==> config.mk <==
export PLATFORM = sky130hd
export DESIGN_NAME = fetch_pc_unit
export DESIGN_NICKNAME = d
export VERILOG_FILES = /design/src/rtl/fetch_pc_unit.sv
export SDC_FILE = /design/constraint.sdc
export NUM_CORES = 1
export LEC_CHECK = 0
export ABC_AREA = 1
export CORE_MARGIN = 3
export CORE_UTILIZATION = 57
export DETAILED_ROUTE_END_ITERATION = 16
export GPL_ROUTABILITY_DRIVEN = 0
export PLACE_DENSITY_LB_ADDON = 0.3
export RECOVER_POWER = 25
export SLEW_MARGIN = 40
export SYNTH_ARGS = -nofsm -noshare
export SYNTH_HDL_FRONTEND = slang
export SYNTH_SLANG_ARGS = --single-unit
export TNS_END_PERCENT = 30
==> constraint.sdc <==
create_clock -name clk -period 2.6 [get_ports clk]
set_input_delay 0.52 -clock clk [delete_from_list [all_inputs] [get_ports clk]]
set_output_delay 0.52 -clock clk [all_outputs]
set_load 0.05 [all_outputs]
==> src/rtl/fetch_pc_unit.sv <==
// Fetch-stage program counter with branch redirect, stall-pending redirect,
// halt handling, sticky misaligned-target flag and a saturating redirect counter.
module fetch_pc_unit #(
    parameter int unsigned             ADDR_WIDTH = 32,
    parameter logic [ADDR_WIDTH-1:0]   RESET_PC   = '0,
    parameter int unsigned             PC_STEP    = 4,
    parameter int unsigned             CNT_WIDTH  = 16
) (
    input  logic                  clk,
    input  logic                  rst,
    input  logic                  takeBranchE,
    input  logic [ADDR_WIDTH-1:0] branchTargetE,
    input  logic                  stallF,
    input  logic                  haltE,
    output logic [ADDR_WIDTH-1:0] pcF,
    output logic                  validF,
    output logic                  flushD,
    output logic                  flushE,
    output logic                  halted,
    output logic                  misalignF,
    output logic [CNT_WIDTH-1:0]  branchCount
);

    localparam int unsigned ALIGN_BITS = $clog2(PC_STEP);
    localparam logic [ADDR_WIDTH-1:0] ALIGN_MASK = {ADDR_WIDTH{1'b1}} << ALIGN_BITS;

    typedef enum logic [1:0] {
        S_RUN    = 2'd0,
        S_HOLD   = 2'd1,
        S_HALTED = 2'd2
    } state_e;

    state_e                state_q, state_d;
    logic [ADDR_WIDTH-1:0] pc_q, pc_d;
    logic [ADDR_WIDTH-1:0] pend_q, pend_d;
    logic                  valid_q, valid_d;
    logic                  halted_q, halted_d;
    logic                  misalign_q, misalign_d;
    logic [CNT_WIDTH-1:0]  cnt_q, cnt_d;

    logic [ADDR_WIDTH-1:0] target;
    logic                  target_misaligned;
    logic                  redirect_accept;

    assign target            = branchTargetE & ALIGN_MASK;
    assign target_misaligned = |(branchTargetE & ~ALIGN_MASK);

    // State register
    always_ff @(posedge clk or negedge rst) begin
        if (!rst) begin
            state_q    <= S_RUN;
            pc_q       <= RESET_PC;
            pend_q     <= '0;
            valid_q    <= 1'b0;
            halted_q   <= 1'b0;
            misalign_q <= 1'b0;
            cnt_q      <= '0;
        end else begin
            state_q    <= state_d;
            pc_q       <= pc_d;
            pend_q     <= pend_d;
            valid_q    <= valid_d;
            halted_q   <= halted_d;
            misalign_q <= misalign_d;
            cnt_q      <= cnt_d;
        end
    end

    // Next-state logic
    always_comb begin
        state_d         = state_q;
        pc_d            = pc_q;
        pend_d          = pend_q;
        valid_d         = 1'b1;
        halted_d        = 1'b0;
        misalign_d      = misalign_q;
        cnt_d           = cnt_q;
        redirect_accept = 1'b0;

        unique case (state_q)
            S_RUN, S_HOLD: begin
                if (takeBranchE) begin
                    // A redirect during HOLD replaces the pending target; if the
                    // stall has lifted it is taken directly without stepping.
                    redirect_accept = 1'b1;
                    if (stallF) begin
                        pend_d  = target;
                        state_d = S_HOLD;
                    end else begin
                        pc_d    = target;
                        state_d = S_RUN;
                    end
                end else if (haltE) begin
                    pend_d   = '0;
                    state_d  = S_HALTED;
                    valid_d  = 1'b0;
                    halted_d = 1'b1;
                end else if (!stallF) begin
                    if (state_q == S_HOLD) begin
                        pc_d    = pend_q;
                        state_d = S_RUN;
                    end else begin
                        pc_d = pc_q + ADDR_WIDTH'(PC_STEP);
                    end
                end
            end
            S_HALTED: begin
                valid_d  = 1'b0;
                halted_d = 1'b1;
            end
            default: begin
                state_d = S_RUN;
            end
        endcase

        if (redirect_accept) begin
            misalign_d = misalign_q | target_misaligned;
            if (cnt_q != {CNT_WIDTH{1'b1}}) begin
                cnt_d = cnt_q + CNT_WIDTH'(1);
            end
        end
    end

    // Output logic
    always_comb begin
        pcF         = pc_q;
        validF      = valid_q;
        halted      = halted_q;
        misalignF   = misalign_q;
        branchCount = cnt_q;
        flushD      = rst & takeBranchE & (state_q != S_HALTED);
        flushE      = rst & takeBranchE & (state_q != S_HALTED);
    end

endmodule
==> results by group, run 1 <==
Clock network
  • Clk slew on worst S/H paths: around 80 ps
  • Clk_lat worst skew: approximately 340 ps
  • Post-CTS Setup Repair Bufs: 0
  • CTS tree: built
  • Post-cts repair resize count: 0
  • # clock sinks: 81
  • CTS Buf Count: 9
  • Clock buffer depth: 2
  • Clock Root Buffer: clkbuf_8
  • CTS H-Tree Depth: 3
  • CTS Hold Bufs: 0

GRT
  • Total gr overflow: 0
  • Antenna violations before repair: 0
  • GR Util met3: 0.04600
  • First-pass GRT wire length: between 20000 and 25000 um
  • Vias in the first global route: roughly 4500
  • Top Usage Layer GRT: met2
  • Met1 Usage GRT: 0.3746
  • Total track usage: 0.2657
  • Largest net degree at the start of global routing: 50
  • Met2 usage: 0.4168

Run status
  • Status: finished, final reports clean

Floorplanning
  • Num ports: 90
  • DIE AREA: 0.009757 mm2
  • Die width: roughly 99 um
  • Initial Util: 0.5911
  • Core area: 0.008299 mm2
  • Cell Rows: 33
  • Die height: a little under 100 um

Worst setup path
  • Cells along the critical path: clkdlybuf4s50_1
  • CP Launch Type: flop
  • Category of the most critical setup path: reg -> out
  • CP arrival: between 1500 and 2000 ps
  • Critical-path top delay cell: clkdlybuf4s50_1
  • Worst path max stage delay: between 800 and 900 ps
  • CP delay by family, top: buffers and inverters
  • Max FO, Critical Path: 6
  • R2R Setup Slk: just under 800 ps
  • Kind of end point of the critical path: output pin
  • Buffers and inverters on the worst path: 1
  • CP Data Required Time: around 2100 ps

Synthesis
  • Largest area contributor in the netlist: dfrtp_1
  • Ranking of synthesized cells by area: dfrtp_1 41%, nand2_1 15%, nor2_1 6.4%
  • Top cell type's share of synthesized area: 0.4132
  • Syn Inst Count: 700
  • Mapped cell area: slightly below 0.005 mm2
  • FF+latch count, synth: 81
  • Number of synthesized flops with an enable pin: 0
  • Most frequent cell after synthesis: nand2_1
  • Post-synth cell types: 33
  • Main synth FF type: dfrtp_1
  • Async set-reset flop share out of synthesis: 1.000
  • Yosys warns: 0
  • Most instantiated cells after synthesis: 194 x nand2_1, 83 x nor2_1, 81 x dfrtp_1
  • Synthesized area per cell: between 7 and 8 um2
  • Sequential area share after synthesis: 0.4132

Worst hold path
  • Min-delay worst type: reg -> reg

Timing
  • Min setup slack post-route: between 300 and 400 ps
  • RSZ-0062 raised after global routing: no
  • Final period util: 0.8560
  • Worst slew pin tran: ~1300 ps
  • Peak Freq: around 450 MHz
  • Clk_skew: 6.050 ps
  • Worst hold slack: 481.5 ps
  • # setup viols final: 0
  • Max-slew violation count: 0
  • Fin. Hold Viols: 0
  • Final Critical Period: roughly 2200 ps
  • Setup TNS: 0 ps
  • Relative slew slack: 0.1463

Routing
  • Vias: around 5000
  • Residual DRC: 0
  • Antenna Nets Post-Route: 0
  • Avg WL per Cell: ~15 um
  • Final WL: around 13000 um
  • 1st-iter DRT viols: 395
  • Drt first pass iters: 5
  • Vias/cell: 5.585

Final layout
  • Sequential Area: 0.002027 mm2
  • Post-route cell area: roughly 0.0061 mm2
  • Fill cell count: approximately 640
  • Non-Filler Instances: approximately 890
  • Final Util: 0.7353
  • Share of layout cells above drive strength 1: 0.07801
  • Multi-input gate area: 0.002465 mm2
  • Synth-to-layout area growth: 24.38%
  • Nets: about 820
  • Antenna cells: 0

Power
  • Tot Pwr: between 7 and 8 mW
  • Pwr Density: ~1200 mW/mm2
  • Static Leakage: between 2 and 3 nW
  • Peak VDD IR: about 870 uV

Placement
  • Port Buf Inserts: 87
  • Placed Cells: 872
  • Cell Area, Placed: around 0.006 mm2
  • Dpl hpwl: between 9000 and 10000 um
  • Pre-CTS setup slack: around 580 ps

Flow run
  • # Max-Cap Violations: 0
==> flip-flops by register name, summed over array words and instances (netlist names) <==
name	cells
branchCount	16
halted	1
misalignF	1
pcF	30
pend_q	30
state_q	2
validF	1
==> cell type report <==
cell class / instances / share of cell area
sequential: 81 / 0.3322
timing repair buffer: 97 / 0.1585
tap: 105 / 0.02153
inverter: 68 / 0.04183
multi-input combinational: 521 / 0.4039
clock inverter: 5 / 0.02112
clock buffer: 10 / 0.02091
==> cells by family after synthesis <==
family	count (synthesis)	share of synthesized area
and+or+nand+nor	371	0.3259
xor gates and xnor gates	15	0.02678
AOI/OAI and AO/OA	131	0.1426
buffers and inverters	99	0.08569
other	1	0.0007644
DFF	81	0.4132
adders and majority gates	2	0.005100
==> routing by layer <==
layer / up-vias / wire length (um) / share of wire
li1: 2402 / - / -
met1: 2332 / 5688 / 0.44
met2: 195 / 6083 / 0.47
met3: 25 / 901 / 0.070
met4: 0 / 278 / 0.021
met5: - / 0 / 0
==> final timing paths <==
kind                       cells past startpoint            from             end
max                                            1         pcF[24]         pcF[24]
min                                            2       misalignF       misalignF
max reg2reg                                    9  branchCount[0]  branchCount[9]
min reg2reg                                    2       misalignF       misalignF
max in group asynchronous                      3             rst       pend_q[7]
min in group asynchronous                      2             rst          pcF[5]
==> where the power goes <==
part	internal [mW]	switching [mW]	total (mW)
clock	0.733	0.471	1.20
combinational	1.33	2.65	3.98
sequential	1.74	0.625	2.36
==> placed cells by master, fill, tap and decap left out, types with 2 or more instances in the layout <==
master,netlist,routed
inv_1,64,64
nand3_1,54,54
nand2_2,3,3
clkbuf_8,0,9
inv_2,4,4
clkbuf_1,10,2
ha_1,2,2
nor2_2,6,7
or2_2,9,9
o21ai_0,58,58
o21ai_2,4,4
buf_12,0,2
clkdlybuf4s50_1,0,83
xnor2_1,3,3
nor3_1,7,7
dfrtp_1,81,81
o21bai_1,3,3
nor2_1,83,83
nand4_1,4,4
a21oi_1,54,54
nor2_4,4,3
o211ai_1,4,4
xor2_1,12,12
and2_1,2,2
buf_4,4,7
buf_8,0,2
conb_1,1,2
nand2_1,194,194
nor3_4,2,2
bufinv_16,0,4
a31oi_1,6,6
==> worst register-to-register path: stages, from the launching register on <==
cell and delay [ps]:
dfrtp_1 420, ha_1 200, inv_1 160, nor3_4 70, nand4_1 110, nand2_2 180, inv_2 320, nand2_1 110
nand2_1 80, nand2_1 50
No activity file was read; power rests on OpenSTA's default activity.
==> run 2: changes to the inputs <==
CORE_MARGIN = not set   (was 3)
==> run 2 against run 1 <==
Against the previous run:
- the flow now finishes with violations (max-capacitance violations, max-slew violations)
- clock power shrank 26%
- combinational power is essentially flat
- maximum frequency grew 0.54%
- via count grew 0.69%
- hold slack lost 4.5 ps
- flip-flop and latch count is the same
- sequential share of layout area grew 0.40 points
- sequential power is essentially flat
- global-route usage grew 3.9 points
- non-clock buffer count shrank 2
- utilization shrank 0.51 points
- count of clock-buffer cells in the layout grew 1
- critical endpoint is now pcF[21]
==> results by group, run 2 (synthesis results as in run 1) <==
Run status
  • Status: finished with violations
  • Failing checks: max-capacitance violations, max-slew violations

Floorplanning
  • Cell Rows: 33
  • Die height: 94.78 um
  • Die width: between 90 and 100 um
  • Num ports: 90
  • Initial Util: 0.5941
  • DIE AREA: approximately 0.0090 mm2
  • Core area: ~0.0083 mm2

Worst setup path
  • R2R Path Start: state_q[1]
  • Kind of end point of the critical path: output pin
  • Category of the most critical setup path: reg -> out
  • Cells along the critical path: clkdlybuf4s50_1
  • CP arrival: 1690 ps
  • CP Data Required Time: around 2100 ps
  • Worst path max stage delay: roughly 850 ps
  • Critical-path top delay cell: clkdlybuf4s50_1
  • Crit path launch: pcF[21]
  • CP Launch Type: flop
  • CP delay by family, top: buffers and inverters
  • R2R Setup Slk: approximately 800 ps
  • Buffers and inverters on the worst path: 1
  • Max FO, Critical Path: 7

Final layout
  • Non-Filler Instances: ~890
  • Post-route cell area: around 0.006 mm2
  • Most common cell after layout, fill and taps aside: nand2_1
  • Synth-to-layout area growth: 22.90%
  • Antenna cells: 0
  • Final Util: 0.7302
  • Most frequent cells in the layout: 194 x nand2_1, 83 x clkdlybuf4s50_1, 82 x nor2_1
  • Nets: just over 800
  • Fill cell count: between 600 and 700
  • Share of layout cells above drive strength 1: 0.07810

Clock network
  • Clk slew on worst S/H paths: roughly 80 ps
  • Post-CTS Setup Repair Bufs: 0
  • CTS H-Tree Depth: 3
  • Post-cts repair resize count: 0
  • Clk_lat worst skew: about 360 ps
  • CTS Buf Count: 9
  • Clock Root Buffer: clkbuf_8
  • CTS tree: built
  • Clock buffer depth: 2
  • CTS Hold Bufs: 0
  • # clock sinks: 81

Timing
  • Max-slew violation count: 28
  • Final period util: 0.8514
  • RSZ-0062 raised after global routing: no
  • Fin. Hold Viols: 0
  • Final Critical Period: 2214 ps
  • # setup viols final: 0
  • Relative slew slack: -0.01718
  • Min setup slack post-route: a little under 400 ps
  • Setup TNS: 0 ps
  • Worst hold slack: between 400 and 500 ps
  • Worst slew pin tran: approximately 1500 ps
  • Peak Freq: 451.8 MHz
  • Clk_skew: 14.03 ps

Routing
  • 1st-iter DRT viols: 351
  • Final WL: 13100 um
  • Drt first pass iters: 5
  • Avg WL per Cell: between 10 and 15 um
  • Antenna Nets Post-Route: 0
  • Vias: about 5000
  • Residual DRC: 0
  • Vias/cell: between 5 and 6

Placement
  • Placed Cells: just under 900
  • Cell Area, Placed: around 0.006 mm2
  • Pre-CTS setup slack: between 150 and 200 ps
  • Port Buf Inserts: between 80 and 90
  • Dpl hpwl: ~9000 um

Power
  • Clock power frac: 0.122
  • Share of power burned in registers: 0.326
  • Switching share of total power: 0.5203
  • Pwr Density: between 1000 and 1500 mW/mm2
  • Static Leakage: ~2.8 nW
  • Tot Pwr: a little over 7 mW
  • Sw power: 3.772 mW
  • Int Power: ~3.5 mW
  • Peak VDD IR: ~830 uV
  • Comb pwr share: 0.552

GRT
  • First-pass GRT wire length: 21290 um
  • Antenna violations before repair: 0
  • Vias in the first global route: ~4800
  • Total track usage: 0.3046
  • Total gr overflow: 0
  • Largest net degree at the start of global routing: 59

Flow run
  • # Max-Cap Violations: 1

Worst hold path
  • Hold Startpoint: misalignF
  • Min-delay worst type: reg -> reg
==> run 2: path summary, 6_finish.rpt <==
check / to / depth (start not counted)
max: pcF[21] / 1
min: misalignF / 2
max reg2reg: pcF[9] / 6
min reg2reg: misalignF / 2
max in group asynchronous: pend_q[7] / 2
min in group asynchronous: pcF[3] / 2
==> run 2: layout make-up <==
cell class / count / area, um2 / area share
Clock buffer: 11 / 151.4 / 0.02511
Multi-Input combinational cell: 521 / 2472 / 0.4100
Tap cell: 105 / 131.4 / 0.02179
Sequential cell: 81 / 2027 / 0.3362
Timing Repair Buffer: 95 / 953.4 / 0.1581
Inverter: 68 / 255.2 / 0.04233
Clock inverter: 5 / 38.79 / 0.006433
==> run 2: power groups by stage <==
stage          Combinational [mW]  Clock (mW)  Sequential, mW
2_1_floorplan                1.75           0            3.30
3_3_place_gp                 3.86           0            2.33
3_5_place_dp                 3.97           0            2.36
4_1_cts                      3.99       0.894            2.34
5_1_grt                      4.34       0.943            2.43
6_report                     4.00       0.883            2.37
==> run 2: routing by layer <==
metal  wire (um)  track usage  share of wire
met2        6420       0.5114           0.49
met5           0            0              0
met1        5342       0.3762           0.41
met4         298       0.1275          0.023
met3        1041      0.07005          0.079
